File: config.mk
export PLATFORM = sky130hd
export DESIGN_NAME = game_alien_mover
export DESIGN_NICKNAME = d
export VERILOG_FILES = /design/src/rtl/game_pkg.sv /design/src/rtl/tick_gen.sv /design/src/rtl/game_alien_mover.sv
export SDC_FILE = /design/constraint.sdc
export NUM_CORES = 1
export LEC_CHECK = 0
export CAP_MARGIN = 20
export CORE_UTILIZATION = 55
export DETAILED_ROUTE_END_ITERATION = 8
export DONT_BUFFER_PORTS = 1
export PLACE_DENSITY = 0.72
export SYNTH_ARGS = -nofsm -noshare
export SYNTH_HDL_FRONTEND = slang
export SYNTH_SLANG_ARGS = --single-unit
File: constraint.sdc
create_clock -name clk -period 2.25 [get_ports clk]
set_input_delay 0.3375 -clock clk [delete_from_list [all_inputs] [get_ports clk]]
set_output_delay 0.3375 -clock clk [all_outputs]
set_load 0.02 [all_outputs]
File: src/rtl/game_pkg.sv
// Shared definitions for the sprite movers: motion states, screen geometry
// and the frame-rate divider constant.
package game_pkg;

  typedef enum logic [2:0] {
    ST_IDLE,
    ST_RIGHT,
    ST_DROP_L,
    ST_LEFT,
    ST_DROP_R,
    ST_LAND
  } state_e;

  localparam int SCREEN_W       = 160;
  localparam int SCREEN_H       = 120;
  localparam int FRAME_DIV_60HZ = 833334;

  // Bits needed to hold the values 0..n-1, never less than one.
  function automatic int cnt_w(input int n);
    return (n <= 2) ? 1 : $clog2(n);
  endfunction

endpackage

File: src/rtl/tick_gen.sv
// Frame tick divider shared by the sprite movers: one-cycle tick every
// FRAME_DIV enabled clocks; clr takes priority and restarts the count.
module tick_gen
  import game_pkg::*;
#(
  parameter int FRAME_DIV = FRAME_DIV_60HZ
) (
  input  logic clk,
  input  logic reset,
  input  logic en,
  input  logic clr,
  output logic tick
);

  localparam int CW = cnt_w(FRAME_DIV);

  logic [CW-1:0] cnt_q;

  assign tick = en && (cnt_q == CW'(FRAME_DIV - 1));

  always_ff @(posedge clk or posedge reset) begin
    if (reset) begin
      cnt_q <= '0;
    end else if (clr) begin
      cnt_q <= '0;
    end else if (en) begin
      cnt_q <= tick ? '0 : cnt_q + 1'b1;
    end
  end

endmodule

File: src/rtl/game_alien_mover.sv
// Serpentine alien motion: sweep right, drop, sweep left, drop, until the
// landing row; each drop shortens the move period down to a floor.
module game_alien_mover
  import game_pkg::*;
#(
  parameter int X_W         = 8,
  parameter int Y_W         = 7,
  parameter int X_MIN       = 18,
  parameter int X_MAX       = 26,
  parameter int Y_START     = 15,
  parameter int Y_LIMIT     = 112,
  parameter int X_STEP      = 1,
  parameter int DROP_STEP   = 4,
  parameter int FRAME_DIV   = FRAME_DIV_60HZ,
  parameter int INIT_PERIOD = 15,
  parameter int MIN_PERIOD  = 2,
  parameter int SPEEDUP     = 1
) (
  input  logic           clk,
  input  logic           reset,
  input  logic           go,
  input  logic           pause,
  input  logic           kill,
  output logic [X_W-1:0] x,
  output logic [Y_W-1:0] y,
  output logic           alive,
  output logic           dir,
  output logic           moved,
  output logic           landed
);

  // Wide enough for INIT_PERIOD and for MIN_PERIOD + SPEEDUP in the clamp compare.
  localparam int PW = cnt_w(INIT_PERIOD + MIN_PERIOD + SPEEDUP + 1);

  if (Y_LIMIT > (2 ** Y_W) - 1 - DROP_STEP) begin : g_bad_y_limit
    $error("game_alien_mover: Y_LIMIT leaves no headroom for a drop");
  end
  if (MIN_PERIOD < 1 || INIT_PERIOD < 1) begin : g_bad_period
    $error("game_alien_mover: move periods must be at least 1");
  end
  if (X_MIN >= X_MAX) begin : g_bad_x_bounds
    $error("game_alien_mover: X_MIN must be left of X_MAX");
  end

  state_e         state_q;
  logic [X_W-1:0] x_q;
  logic [Y_W-1:0] y_q;
  logic           alive_q, dir_q, moved_q, landed_q;
  logic [PW-1:0]  step_q, period_q, period_d;

  logic           running, tick, move;
  logic [X_W:0]   x_ext, x_right;
  logic [Y_W:0]   y_drop;
  logic           hit_right, hit_left, lands;

  assign running = (state_q == ST_RIGHT) || (state_q == ST_LEFT);

  tick_gen #(.FRAME_DIV(FRAME_DIV)) u_tick (
    .clk   (clk),
    .reset (reset),
    .en    (running && !pause),
    .clr   (!running),
    .tick  (tick)
  );

  assign move = tick && (step_q == period_q - 1'b1);

  // Bounds are evaluated one bit wider so the step cannot wrap past zero or the top.
  assign x_ext     = {1'b0, x_q};
  assign x_right   = x_ext + (X_W+1)'(X_STEP);
  assign hit_right = x_right >= (X_W+1)'(X_MAX);
  assign hit_left  = x_ext <= (X_W+1)'(X_MIN + X_STEP);
  assign y_drop    = {1'b0, y_q} + (Y_W+1)'(DROP_STEP);
  assign lands     = y_drop >= (Y_W+1)'(Y_LIMIT);
  assign period_d  = (period_q <= PW'(MIN_PERIOD + SPEEDUP)) ? PW'(MIN_PERIOD)
                                                             : period_q - PW'(SPEEDUP);

  always_ff @(posedge clk or posedge reset) begin
    if (reset) begin
      state_q  <= ST_IDLE;
      x_q      <= X_W'(X_MIN);
      y_q      <= Y_W'(Y_START);
      alive_q  <= 1'b0;
      dir_q    <= 1'b0;
      moved_q  <= 1'b0;
      landed_q <= 1'b0;
      step_q   <= '0;
      period_q <= PW'(INIT_PERIOD);
    end else begin
      moved_q  <= 1'b0;
      landed_q <= 1'b0;
      if (kill && state_q != ST_IDLE) begin
        // Position is held so the draw engine can erase the sprite in place.
        state_q <= ST_IDLE;
        alive_q <= 1'b0;
        step_q  <= '0;
      end else begin
        case (state_q)
          ST_IDLE: begin
            if (go) begin
              state_q  <= ST_RIGHT;
              x_q      <= X_W'(X_MIN);
              y_q      <= Y_W'(Y_START);
              period_q <= PW'(INIT_PERIOD);
              alive_q  <= 1'b1;
              dir_q    <= 1'b0;
              step_q   <= '0;
            end
          end
          ST_RIGHT, ST_LEFT: begin
            if (move) begin
              step_q  <= '0;
              moved_q <= 1'b1;
              if (state_q == ST_RIGHT) begin
                if (hit_right) begin
                  x_q     <= X_W'(X_MAX);
                  state_q <= ST_DROP_L;
                end else begin
                  x_q <= x_q + X_W'(X_STEP);
                end
              end else begin
                if (hit_left) begin
                  x_q     <= X_W'(X_MIN);
                  state_q <= ST_DROP_R;
                end else begin
                  x_q <= x_q - X_W'(X_STEP);
                end
              end
            end else if (tick) begin
              step_q <= step_q + 1'b1;
            end
          end
          ST_DROP_L, ST_DROP_R: begin
            y_q      <= y_drop[Y_W-1:0];
            moved_q  <= 1'b1;
            period_q <= period_d;
            if (lands) begin
              state_q <= ST_LAND;
            end else if (state_q == ST_DROP_L) begin
              state_q <= ST_LEFT;
              dir_q   <= 1'b1;
            end else begin
              state_q <= ST_RIGHT;
              dir_q   <= 1'b0;
            end
          end
          ST_LAND: begin
            landed_q <= 1'b1;
            alive_q  <= 1'b0;
            state_q  <= ST_IDLE;
          end
          default: state_q <= ST_IDLE;
        endcase
      end
    end
  end

  assign x      = x_q;
  assign y      = y_q;
  assign alive  = alive_q;
  assign dir    = dir_q;
  assign moved  = moved_q;
  assign landed = landed_q;

endmodule

Yosys cells after proc, flatten, opt, wreduce, memory -nomap -nowiden
Index checks and enable logic that the tools add are counted.
{"block": "word_totals", "mem_bits_ro": 0, "word_cells": 98, "n_memories": 0, "output_inout_bits": 19, "latchBits": 0, "input_bits": 5, "reg_bits": 52, "mem_bits_rw": 0}
{"block": "classes", "n_bitwise": 1, "n_mul": 0, "n_reduce_logical": 20, "n_eq_ne": 16, "order_cmp": 4, "addsub": 7, "mux": 40, "n_div": 0, "n_shift": 0}
{"op": "$mux 20", "count": 3}
{"op": "$mux 8", "count": 5}
{"op": "$mux 5", "count": 6}
{"op": "$mux 3", "count": 7}
{"op": "$add 20x1->20 const B", "count": 1}
{"op": "$eq 20x20->1 const B", "count": 1}
{"op": "$pmux 5 s2", "count": 2}
{"op": "$pmux 8 s2", "count": 1}
{"op": "$pmux 7 s2", "count": 1}
{"op": "$ne 4x4->1 const B", "count": 3}
{"op": "$reduce_and 4->1", "count": 3}
{"op": "$add 8x1->9 const B", "count": 1}
{"op": "$ge 9x5->1 const B", "count": 1}
{"op": "$mux 1", "count": 9}
{"op": "$pmux 3 s3", "count": 1}
{"op": "$reduce_bool 3->1", "count": 3}
{"op": "$add 7x3->8 const B", "count": 1}
{"op": "$add 8x1->8 const B", "count": 1}
{"op": "$ge 8x7->1 const B", "count": 1}
{"op": "$le 8x5->1 const B", "count": 1}
{"op": "$sub 8x1->8 const B", "count": 1}
{"op": "$mux 7", "count": 1}
{"op": "$eq 3x2->1 const B", "count": 2}
{"op": "$eq 3x3->1 const B", "count": 2}
{"op": "19 further kinds", "count": 30}

Longest topological paths before layout
Gate-level depths: netlist (run 1).
{"block": "depth", "depth_word": 8, "ltp_mapped": 9, "depth_no_buf": 7}

Hierarchy
A second synthesis (run 1) with hierarchy kept.
{"block": "unflattened", "hier_cells": 380, "area_unflattened_um2": 3342.0}
{"mod": "game_alien_mover", "seq_area_each_um2": 787.0, "cells_each": 253, "area_per_inst_um2": 2178.3, "instances": 1}
{"mod": "tick_gen", "seq_area_each_um2": 500.5, "cells_each": 127, "area_per_inst_um2": 1163.6, "instances": 1}

Worst setup path before layout (run 1)
OpenSTA, ideal clock, no wires.
{"block": "synth_path", "kind": "reg-to-reg", "from": "reg u_tick.cnt_q[1]", "to": "reg x_q[3] (netlist: x[3])", "n_path_buf": 1, "period_less_slack_ns": 2.323, "stages_incl_launch_ff": 9, "arrival_time_ns": 2.243, "setup_ns": 0.080, "t_required_ns": 2.170, "path_slack_ns": -0.073, "path_cell_list": "dfrtp_1 > inv_1 > ha_1 > or4b_4 > nor4_4 > nand3_2 > buf_6 > or4_4 > o211ai_2"}
{"block": "synth_between", "elab_chain_cells": 5}
{"item": "start, declared", "line": "tick_gen.sv:17", "text": "logic [CW-1:0] cnt_q;"}
{"item": "start signal, assigned", "line": "tick_gen.sv:27", "text": "cnt_q <= tick ? '0 : cnt_q + 1'b1;"}
{"item": "$eq 20x20->1", "line": "tick_gen.sv:19", "text": "assign tick = en && (cnt_q == CW'(FRAME_DIV - 1));"}
{"item": "$logic_and 1x1->1", "line": "tick_gen.sv:19"}
{"item": "$logic_and 1x1->1", "line": "game_alien_mover.sv:66", "text": "assign move = tick && (step_q == period_q - 1'b1);"}
{"item": "$ne 2x2->1 (no line)"}
{"item": "$reduce_and 4->1 (no line)"}
{"item": "end signal, assigned", "line": "game_alien_mover.sv:81", "text": "x_q <= X_W'(X_MIN);"}
{"item": "end signal, assigned", "line": "game_alien_mover.sv:102", "text": "x_q <= X_W'(X_MIN);"}
{"item": "end signal, assigned", "line": "game_alien_mover.sv:116", "text": "x_q <= X_W'(X_MAX);"}
{"item": "end, declared", "line": "game_alien_mover.sv:46", "text": "logic [X_W-1:0] x_q;"}
No other way between the ends.
A chain may end at the register's enable or synchronous reset.

Final worst setup path (run 1)
{"block": "layout_path", "from": "reg u_tick.cnt_q[1]", "to": "reg state_q[1]"}
{"block": "layout_between", "elab_chain_cells": 5}
{"item": "$eq 20x20->1", "line": "tick_gen.sv:19"}
{"item": "$logic_and 1x1->1", "line": "tick_gen.sv:19"}
{"item": "$logic_and 1x1->1", "line": "game_alien_mover.sv:66"}
{"item": "$ne 3x3->1 (no line)"}
{"item": "$reduce_and 4->1 (no line)"}
{"item": "end signal, assigned", "line": "game_alien_mover.sv:80", "text": "state_q <= ST_IDLE;"}
{"item": "end signal, assigned", "line": "game_alien_mover.sv:94", "text": "state_q <= ST_IDLE;"}
{"item": "end signal, assigned", "line": "game_alien_mover.sv:101", "text": "state_q <= ST_RIGHT;"}
{"item": "end, declared", "line": "game_alien_mover.sv:45", "text": "state_e state_q;"}
No other way between the ends.

==> results of run 1 <==
kinds of logic (layout without fill, tap and decap cells):
logic type,after synthesis,after routing,share of synthesized area (%)
AO/OA/AOI/OAI,113,113,23.1
XOR/XNOR,15,15,3.87
adder cells (fa/ha/maj),9,9,3.32
buffers and inverters,36,60,4.42
flip-flops,51,51,37.9
multiplexers,2,2,0.590
AND/OR/NAND/NOR,158,158,26.7
registers in the layout (all words and copies together) (netlist names):
register,count
x,8
landed,1
alive,1
state_q,3
moved,1
period_q,5
u_tick.cnt_q,20
dir,1
step_q,5
y,6
placed cells by master, fill, tap and decap left out, types with 4 or more instances in the layout:
cell,n
inv_1,14
xor2_1,6
a21oi_1,17
nand2b_1,9
nand2_1,34
o211ai_1,10
o21ai_0,26
a22o_1,5
nor2b_1,7
dfstp_2,9
nor2_1,22
o31ai_1,5
or3_1,5
nand3_1,19
nand4_1,6
clkbuf_8,5
and2_1,5
dfrtp_1,42
xnor2_1,7
ha_1,7
nor3b_1,6
o22ai_1,5
a21o_1,9
nor3_1,10
and3_1,4
buf_4,33
worst max path at each step:
stage	endpoint	slack [ns]	depth (start not counted)
global placement	x[7]	0.01	7
global route	state_q[1]	-0.16	7
CTS	state_q[1]	-0.03	7
detailed placement	x[7]	-0.07	8
finish	state_q[1]	-0.04	7
floorplan	state_q[1]	-0.002	8
layout make-up:
| type | instances | area, um^2 | area share (%) |
|---|---|---|---|
| multi-input combinational | 297 | 2070 | 53.4 |
| sequential | 51 | 1290 | 33.1 |
| timing repair buffer | 36 | 282 | 7.25 |
| tap | 75 | 93.8 | 2.42 |
| clock buffer | 5 | 68.8 | 1.77 |
| inverter | 16 | 60.1 | 1.55 |
| clock inverter | 3 | 18.8 | 0.483 |
where the power goes:
part	leakage, nW	internal [mW]	total [mW]	switching, mW
logic	0.896	0.0894	0.235	0.146
clock network	0.0483	0.220	0.547	0.327
registers	0.675	0.932	0.953	0.0216
total	1.62	1.24	1.74	0.495
repair_timing:
action,4_1_cts,5_1_grt
pin swaps,2,6
buffers inserted,1,2
hold buffers,0,0
cloned,0,0
endpoints found under the setup margin,10,25
resized for setup,5,20
synth_stat cells, drive strengths merged, types with 3 or more instances:
| cell type | count |
|---|---|
| xnor2 | 8 |
| a21o | 10 |
| nand2b | 9 |
| or4 | 4 |
| dfrtp | 42 |
| or2 | 4 |
| and2 | 5 |
| clkbuf | 15 |
| ha | 9 |
| nor2b | 7 |
| nor2 | 22 |
| nand4 | 7 |
| o41ai | 3 |
| or3 | 5 |
| and3 | 4 |
| a22o | 6 |
| inv | 16 |
| nor3 | 11 |
| nor4 | 3 |
| nand3 | 20 |
| xor2 | 7 |
| and4 | 3 |
| a31oi | 3 |
| nand2 | 34 |
| o31ai | 5 |
| o21ai | 27 |
| a21oi | 17 |
| a211oi | 3 |
| o22a | 3 |
| or3b | 4 |
| dfstp | 9 |
| nor3b | 7 |
| o22ai | 6 |
| o211ai | 11 |
| buf | 5 |
per-layer routing:
layer | GRT usage [%] | routed length, um
met1 | 32.3 | 3490
met2 | 42.5 | 3760
met3 | 5.23 | 371
met4 | 10.0 | 168
met5 | 0 | 0
critical path: cells and delay by family (launching register included):
family | cells | cell delay, ns
adder cells (fa/ha/maj) | 1 | 0.11
AO/OA/AOI/OAI | 1 | 0.38
buffers and inverters | 1 | 0.08
multiplexers | 1 | 0.27
flip-flops | 1 | 0.40
AND/OR/NAND/NOR | 3 | 0.96
==> results by group, run 1 <==
Route
  • Final WL: 7.79 mm
  • Vias per cell: 6.11
  • Initial drt markers: 128
  • Drt wl/cell: between 15 and 20 um
  • Routed Antenna Nets: 0
  • DRT Pass-1 Iters: 4
  • DRC Markers: 0
  • Via Count: around 2900

Timing
  • PnR worst setup slack: -0.0420 ns
  • Pins Over Slew Limit: 0
  • Fin. Hold Viols: 17
  • Setup_tns: -0.0455 ns
  • Fin crit period: 2.29 ns
  • Worst-margin pin slew: 0.646 ns
  • Hold WS: -0.0157 ns
  • Fin crit share: 102%
  • Slew margin rel.: a little under three fifths
  • Clock Skews: roughly 0.011 ns
  • Fmax: about 440 MHz
  • # setup viols final: 2
  • RSZ-0062 raised after global routing: yes

Yosys
  • Dominant cell type by area after synthesis: dfrtp_1
  • Seq/Total Area, Yosys: a little under two fifths
  • #FFs+latches synth: 51
  • Mapped Avg Cell Area: 8.84 um^2
  • Synthesized instance count: 384
  • Syn nets: 398
  • Synth Cell Area: between 0.003 and 0.004 mm^2
  • Yosys warning count: 0
  • Prevailing post-synth register cell: dfrtp_1
  • Top-area cell type share of the netlist area: 31.0%
  • Count of cell types in the netlist: 72
  • Post-synth EDFFs: 0
  • Synth top area cells: dfrtp_1, dfstp_2, o21ai_0, nand2_1, ha_1
  • Post-synth ARST share: 100%

Setup path
  • Worst r2r src: u_tick.cnt_q[1]
  • CP max stage cell: or4b_4
  • Worst path cell trace: inv_2, ha_4, or4b_4, nor4_4, nand2_1, a2111oi_4, mux2i_1
  • Setup CP Type: flip-flop to flip-flop
  • Depth of the most critical reg-to-reg path: 7
  • FF-to-FF setup slack: -0.04 ns
  • Req. time, crit path: 2.48 ns
  • Largest stage delay on the critical path: about 0.48 ns
  • Critical path arrival: about 2.5 ns
  • Startpoint Class: flip-flop
  • FF-to-FF End: state_q[1]
  • Critical Path Sink Type: flip-flop
  • CP Max Fanout: 5
  • Setup crit start: u_tick.cnt_q[1]

Placed design
  • HPWL after DPL: 5.69 mm
  • DP Worst Slack: -0.0682 ns
  • Gp weighted congestion: 0.907
  • IO Port Bufs: 0
  • Placed instance area: 0.00365 mm^2
  • Placed cells: about 470

Clocking
  • Clk slew on worst S/H paths: 0.10 ns
  • Longest Clk Path Bufs: 2
  • CTS tree: yes
  • Clock Latency Late Sink: around 0.31 ns
  • CTS sink cnt: 51
  • CTS root buf: clkbuf_8
  • CTS H-tree depth: 2
  • Clock buffer count from CTS: 5

Finish
  • Final core utilization: 65.6%
  • Final Non-Filler Cells: 483
  • # diodes: 0
  • # fillers: 478
  • Share of layout cells above drive strength 1: 22.3%
  • Synth-to-Final Area Change: 14.4%
  • Design area: 0.00388 mm^2
  • NumNets Final: 421

Global route
  • Global-route wire length before repair: 12.8 mm
  • GRT Util Overall: approximately a quarter
  • Initial antenna violation count: 0
  • GRT overflow: 0
  • Largest net degree at the start of global routing: 32
  • Vias in the first global route: 2790

Power
  • VDD IR max: 278 uV
  • Overall power: between 1.5 and 2 mW
  • PD cells: roughly 450 mW/mm^2
  • P_leak: 1.62 nW

Floorplan
  • # IOs: 24
  • Core Box Area: 0.00592 mm^2
  • Std-Cell Rows: 28
  • Die area: 0.00649 mm^2
  • Initial Util: 57.4%
  • Die H: 80.6 um
  • Chip width: 80.6 um

Status
  • Outcome: finished with violations
  • Failing checks: hold timing, setup timing

Run
  • Max-cap check violation count: 0

Hold path
  • Min-delay worst type: primary input to async pin
Power figures use the tool's default switching activity.
==> run 2, diff against run 1 <==
--- a/config.mk
+++ b/config.mk
@@ -9,7 +9,9 @@
 export CORE_UTILIZATION = 55
 export DETAILED_ROUTE_END_ITERATION = 8
 export DONT_BUFFER_PORTS = 1
+export GPL_ROUTABILITY_DRIVEN = 0
 export PLACE_DENSITY = 0.72
+export REMOVE_ABC_BUFFERS = 1
 export SYNTH_ARGS = -nofsm -noshare
 export SYNTH_HDL_FRONTEND = slang
 export SYNTH_SLANG_ARGS = --single-unit
==> run 2 against run 1 <==
Effect of this change: the run ends with setup timing left; combinational power rose by 24%; sequential power barely moved; final cell count rose by 4.3%; die area did not move; critical path depth rose by 2; register-to-register slack got worse by 0.07 ns; global-route usage rose by 1.8 points; worst setup slack got worse by 0.075 ns; largest power group unchanged; clock skew fell by 0.00055 ns.
==> results by group, run 2 (synthesis gave the netlist of run 1 again) <==
Setup path
  • Worst r2r src: u_tick.cnt_q[1]
  • Startpoint Class: flip-flop
  • Critical Path Sink Type: flip-flop
  • Critical path arrival: 2.54 ns
  • Worst path cell trace: inv_2, ha_4, or4b_4, nor4_4, nand3_2, buf_4, o21ai_0, buf_4, o21ai_0
  • Critical Path Sink: x[5]
  • Setup CP Type: flip-flop to flip-flop
  • Depth of the most critical reg-to-reg path: 9
  • FF-to-FF End: x[5]
  • Setup crit start: u_tick.cnt_q[1]
  • Largest stage delay on the critical path: 0.48 ns
  • CP max stage cell: or4b_4
  • Req. time, crit path: 2.42 ns
  • CP Max Fanout: 8
  • FF-to-FF setup slack: -0.12 ns

Status
  • Outcome: finished with violations
  • Failing checks: setup timing

Route
  • Routed Antenna Nets: 0
  • Via Count: roughly 3200
  • DRT Pass-1 Iters: 5
  • Final WL: 8.98 mm
  • Vias per cell: 6.35
  • DRC Markers: 0
  • Initial drt markers: between 150 and 200
  • Drt wl/cell: around 18 um

Finish
  • Final Non-Filler Cells: 504
  • NumNets Final: 442
  • Synth-to-Final Area Change: 21.7%
  • Final core utilization: 69.8%
  • Largest register by flop count: u_tick.cnt_q
  • Share of layout cells above drive strength 1: between 20% and 30%
  • # diodes: 0
  • # fillers: 438
  • Highest-count cells in the layout ignoring fill and taps: buf_4, dfrtp_1, nand2_1
  • Commonest non-fill, non-tap cell in the layout: buf_4
  • Max reg flops: 20

Global route
  • GRT Util Overall: 27.4%
  • Largest net degree at the start of global routing: 42
  • Initial antenna violation count: 0
  • Global-route wire length before repair: 13.8 mm
  • Vias in the first global route: 3020
  • GRT overflow: 0

Timing
  • Setup_tns: -0.417 ns
  • Fin. Hold Viols: 0
  • Worst-margin pin slew: 0.866 ns
  • Clock Skews: 0.0108 ns
  • Pins Over Slew Limit: 0
  • PnR worst setup slack: -0.117 ns
  • RSZ-0062 raised after global routing: yes
  • Slew margin rel.: between 40% and 50%
  • Fmax: about 420 MHz
  • Fin crit share: 105%
  • # setup viols final: 7
  • Fin crit period: 2.37 ns
  • Hold WS: 0.0724 ns

Floorplan
  • # IOs: 24
  • Die area: 0.00649 mm^2
  • Std-Cell Rows: 28
  • Initial Util: 57.4%
  • Chip width: around 81 um
  • Core Box Area: 0.00592 mm^2
  • Die H: 80.6 um

Clocking
  • Clock Latency Late Sink: a little over 0.3 ns
  • Clock buffer count from CTS: 5
  • CTS H-tree depth: 2
  • CTS tree: yes
  • CTS root buf: clkbuf_8
  • Clk slew on worst S/H paths: 0.10 ns
  • CTS sink cnt: 51
  • Longest Clk Path Bufs: 2

Power
  • VDD IR max: 357 uV
  • P_leak: between 1.5 and 2 nW
  • PD cells: roughly 440 mW/mm^2

Hold path
  • Min-delay worst type: primary input to async pin

Placed design
  • HPWL after DPL: 5.84 mm
  • IO Port Bufs: 0
  • Placed cells: 484

Run
  • Max-cap check violation count: 0
==> run 2: cell types whose count changed in the layout (fill, tap and decap cells not counted), moves of 2 or more <==
cell      previous run  this run
buf_4               33        44
a21o_4               0         2
nor3b_2              1         3
buf_6                3        11
clkinv_2             2         0
clkinv_4             0         2
o21ai_1              0         5
o21ai_0             26        21
nor3b_1              6         4
==> run 2: critical path: cells and delay by family, from the launching register on <==
kind	cells	cell delay [ns]
simple gates	3	0.95
compound gates	2	0.30
buf+inv	3	0.46
flops	1	0.41
fa+ha+maj	1	0.11
==> run 2: per-layer routing <==
metal	vias to the layer above	GRT usage, %	routed length (um)
met1	1581	33.3	3810
met3	16	4.20	373
met4	0	9.46	157
met2	94	48.6	4640
met5	-	0	0
li1	1507	-	-
==> run 2: final cells by class <==
cell class	instances	area (um^2)	share of cell area (%)
timing repair buffer	56	459	11.1
clock buffer	5	68.8	1.67
tap	75	93.8	2.27
sequential	51	1290	31.2
multi-input combinational	298	2140	51.7
clock inverter	3	25.0	0.606
inverter	16	60.1	1.45
==> run 2: worst min-delay path by stage <==
stage	endpoint	slack [ns]	cells past startpoint
6_report	x[5]	0.07	1
4_1_cts	u_tick.cnt_q[11]	0.1	1
5_1_grt	state_q[0]	0.14	1
3_5_place_dp	x[5]	0.44	1
3_3_place_gp	x[5]	0.44	1
2_1_floorplan	u_tick.cnt_q[19]	0.44	1
==> run 2: metrics by stage <==
stage	power, mW	setup slack, ns	area (um^2)
6_report	1.80	-0.117	4130
5_1_grt	1.88	-0.217	4130
4_1_cts	1.77	-0.00647	3910
3_5_place_dp	1.21	-0.169	3740
3_3_place_gp	1.21	-0.0871	3740
2_1_floorplan	1.12	-0.119	3310
==> run 2: where the power goes <==
part,switching [mW],internal [mW],leakage [nW]
clock network,0.334,0.223,0.0443
logic,0.170,0.122,1.03
registers,0.0232,0.932,0.675
==> run 2: timing repair <==
action                                  in CTS  in global routing
gates resized for setup                     10                 38
hold buffers                                 0                  0
cloned                                       0                  2
pin swaps                                    5                 18
endpoints found under the setup margin      22                 27
setup buffers                                4                  7
==> run 3, diff against run 2 <==
--- a/config.mk
+++ b/config.mk
@@ -5,12 +5,13 @@
 export SDC_FILE = /design/constraint.sdc
 export NUM_CORES = 1
 export LEC_CHECK = 0
+export ABC_AREA = 1
 export CAP_MARGIN = 20
-export CORE_UTILIZATION = 55
+export CORE_UTILIZATION = 51
 export DETAILED_ROUTE_END_ITERATION = 8
 export DONT_BUFFER_PORTS = 1
 export GPL_ROUTABILITY_DRIVEN = 0
-export PLACE_DENSITY = 0.72
+export PLACE_DENSITY = 0.68
 export REMOVE_ABC_BUFFERS = 1
 export SYNTH_ARGS = -nofsm -noshare
 export SYNTH_HDL_FRONTEND = slang
==> run 3 against run 2 <==
Effect of this change: die area is 13% higher; clock-buffer cell count is 2 higher; worst setup slack better by 0.29 ns; largest power group is now combinational cells; routed wire length is 10% lower; clock skew is 0.0017 ns lower; via count hardly changed; sequential cell count stayed put; area after synthesis is 5.3% higher; critical endpoint is now state_q[1]; maximum frequency is 14% higher; core utilization is 14 points lower; the run now ends clean.
==> results by group, run 3 <==
Yosys
  • Synth cell count leaders: nand2_1, inv_1, nor2_1
  • Count of cell types in the netlist: 41
  • #FFs+latches synth: slightly above 50
  • Top-area cell type share of the netlist area: 29.4%
  • Dominant cell type by area after synthesis: dfrtp_1
  • Synth Cell Area: 0.00358 mm^2
  • Synth top area cells: dfrtp_1, nand2_1, inv_1, dfstp_2, nand3_1
  • Top-count cell post-synth: nand2_1
  • Post-synth ARST share: 100%
  • Prevailing post-synth register cell: dfrtp_1
  • Mapped Avg Cell Area: 7.12 um^2
  • Yosys warning count: 0
  • Seq/Total Area, Yosys: a little over a third
  • Synthesized instance count: 502
  • Post-synth EDFFs: 0

Floorplan
  • Initial Util: 52.6%
  • # IOs: 24
  • Std-Cell Rows: 30
  • Chip width: 85.7 um
  • Core Box Area: 0.00679 mm^2
  • Die H: 85.7 um
  • Die area: roughly 0.0074 mm^2

Power
  • Net Sw Frac: between 40% and 50%
  • Clock power share: ~15%
  • Flop pwr share: between 30 and 40%
  • PD cells: 913 mW/mm^2
  • Net Sw Power: 1.62 mW
  • Pint: 1.86 mW
  • VDD IR max: 747 uV
  • P_leak: 1.80 nW
  • Comb pwr share: 46.2%

Timing
  • Fin crit period: a little over 2 ns
  • Worst-margin pin slew: 0.845 ns
  • Pins Over Slew Limit: 0
  • RSZ-0062 raised after global routing: no
  • Fmax: 481 MHz
  • Fin crit share: between 90% and 100%
  • # setup viols final: 0
  • Setup_tns: 0 ns
  • Slew margin rel.: 43.6%
  • Fin. Hold Viols: 0
  • Clock Skews: between 0.009 and 0.01 ns

Finish
  • Register Area: 0.00129 mm^2
  • Commonest non-fill, non-tap cell in the layout: nand2_1
  • Highest-count cells in the layout ignoring fill and taps: nand2_1, inv_1, nand3_1, nor2_1, dfrtp_1
  • Max reg flops: 20
  • Multi-input logic area: 0.00197 mm^2
  • Share of layout cells above drive strength 1: 15.9%
  • Synth-to-Final Area Change: 6.65%
  • Final Non-Filler Cells: 607
  • Largest register by flop count: u_tick.cnt_q
  • # diodes: 0
  • NumNets Final: 524
  • # fillers: ~690

Clocking
  • Cts repair resizes: 0
  • Clk slew on worst S/H paths: 0.09 ns
  • CTS H-tree depth: 2
  • Clock Latency Late Sink: 0.30 ns
  • CTS sink cnt: 51
  • Longest Clk Path Bufs: 2
  • Hold_buf cts: 0
  • CTS root buf: clkbuf_8
  • CTS tree: yes
  • # Post-CTS Setup Buffers: 0
  • Clock buffer count from CTS: 5

Route
  • Drt wl/cell: 13.3 um
  • Initial drt markers: 214
  • DRC Markers: 0
  • Routed Antenna Nets: 0
  • DRT Pass-1 Iters: 4
  • Vias per cell: 5.27
  • Via Count: 3200
  • Final WL: 8.06 mm

Setup path
  • Setup CP Type: flip-flop to flip-flop
  • Worst path cell trace: inv_2, ha_4, inv_1, nand2_1, nand2_1, nor2_1, nand3_1, nor2_4, nand3_4, nand2_4, nand3_2, nand2_1, nand2_1
  • FF-to-FF setup slack: ~0.17 ns
  • Startpoint Class: flip-flop
  • Most frequent CP cell: nand2_1
  • Critical Path Sink Type: flip-flop
  • Req. time, crit path: 2.46 ns
  • Critical path arrival: around 2.3 ns
  • Depth of the most critical reg-to-reg path: 13
  • Largest stage delay on the critical path: 0.56 ns
  • CP max stage cell: dfstp_2
  • CP Max Fanout: 8

Global route
  • Largest net degree at the start of global routing: 40
  • Vias in the first global route: 3090
  • GRT overflow: 0
  • GRT Util Overall: 23.8%
  • Global-route wire length before repair: 14.1 mm
  • Initial antenna violation count: 0

Status
  • Outcome: finished clean

Placed design
  • Placed cells: about 600
  • IO Port Bufs: 0
  • HPWL after DPL: 6.25 mm

Run
  • Max-cap check violation count: 0

Hold path
  • Min-delay worst type: primary input to async pin
run 3: cell count changes in the layout (fill, tap and decap cells not counted), sizes merged, moves of 7 or more:
cell and delta:
nand3 +30, buf -50, nor3b -7, nand2b -9, a21o -11, nor2b -7, nor2 +42, inv +65
o211ai -11, nand2 +98, o21ai +8
run 3: worst max-delay path: cells and delay by family (launching register included):
family	cells	cell delay (ns)
adders and majority gates	1	0.28
buffers and inverters	2	0.12
DFF	1	0.56
and+or+nand+nor	10	1.00
run 3: worst paths after layout:
path                                   end        start
setup / recovery                state_q[1]  period_q[0]
hold / removal                        y[5]        reset
setup reg to reg                state_q[1]  period_q[0]
hold reg to reg                period_q[2]  period_q[2]
max in group asynchronous  u_tick.cnt_q[9]        reset
min in group clk                    landed         kill
run 3: stage by stage:
stage	worst slack, ns	util (%)	hold WS (ns)	area (um^2)	total power, mW
after floorplan	0.319	-	0.404	3550	2.55
after global placement	0.172	54.6	0.407	3710	2.89
after detailed placement	0.0580	54.6	0.423	3710	2.93
after CTS	0.0427	55.8	0.0901	3790	3.46
after global routing	0.0376	56.1	0.0820	3810	3.79
final	0.172	56.1	0.0826	3810	3.48
run 3: area by class of cell:
cell class | instances | share of cell area, %
multi-input combinational | 365 | 51.6
sequential | 51 | 33.8
inverter | 81 | 8.17
tap | 96 | 3.15
clock buffer | 7 | 2.00
timing repair buffer | 6 | 1.18
clock inverter | 1 | 0.131
run 3: cells by family after synthesis:
group,count (synthesis),share of synthesized area (%)
AOI/OAI and AO/OA,68,10.8
xor gates and xnor gates,12,2.94
adders and majority gates,9,3.15
buffers and inverters,86,9.52
DFF,51,36.0
and+or+nand+nor,276,37.5
run 3: routing by layer:
layer | global-route usage [%] | share of wire, % | up-vias
met5 | 0 | 0 | -
met4 | 6.06 | 1.0 | 0
met3 | 3.56 | 2.7 | 9
met2 | 38.3 | 45 | 47
met1 | 33.8 | 51 | 1514
li1 | - | - | 1630
run 3: power by group through the flow:
stage | logic (mW) | registers, mW | clock network [mW]
after CTS | 1.57 | 1.36 | 0.538
final | 1.61 | 1.36 | 0.516
after floorplan | 1.20 | 1.35 | 0
after detailed placement | 1.56 | 1.37 | 0
after global placement | 1.52 | 1.37 | 0
after global routing | 1.85 | 1.38 | 0.567
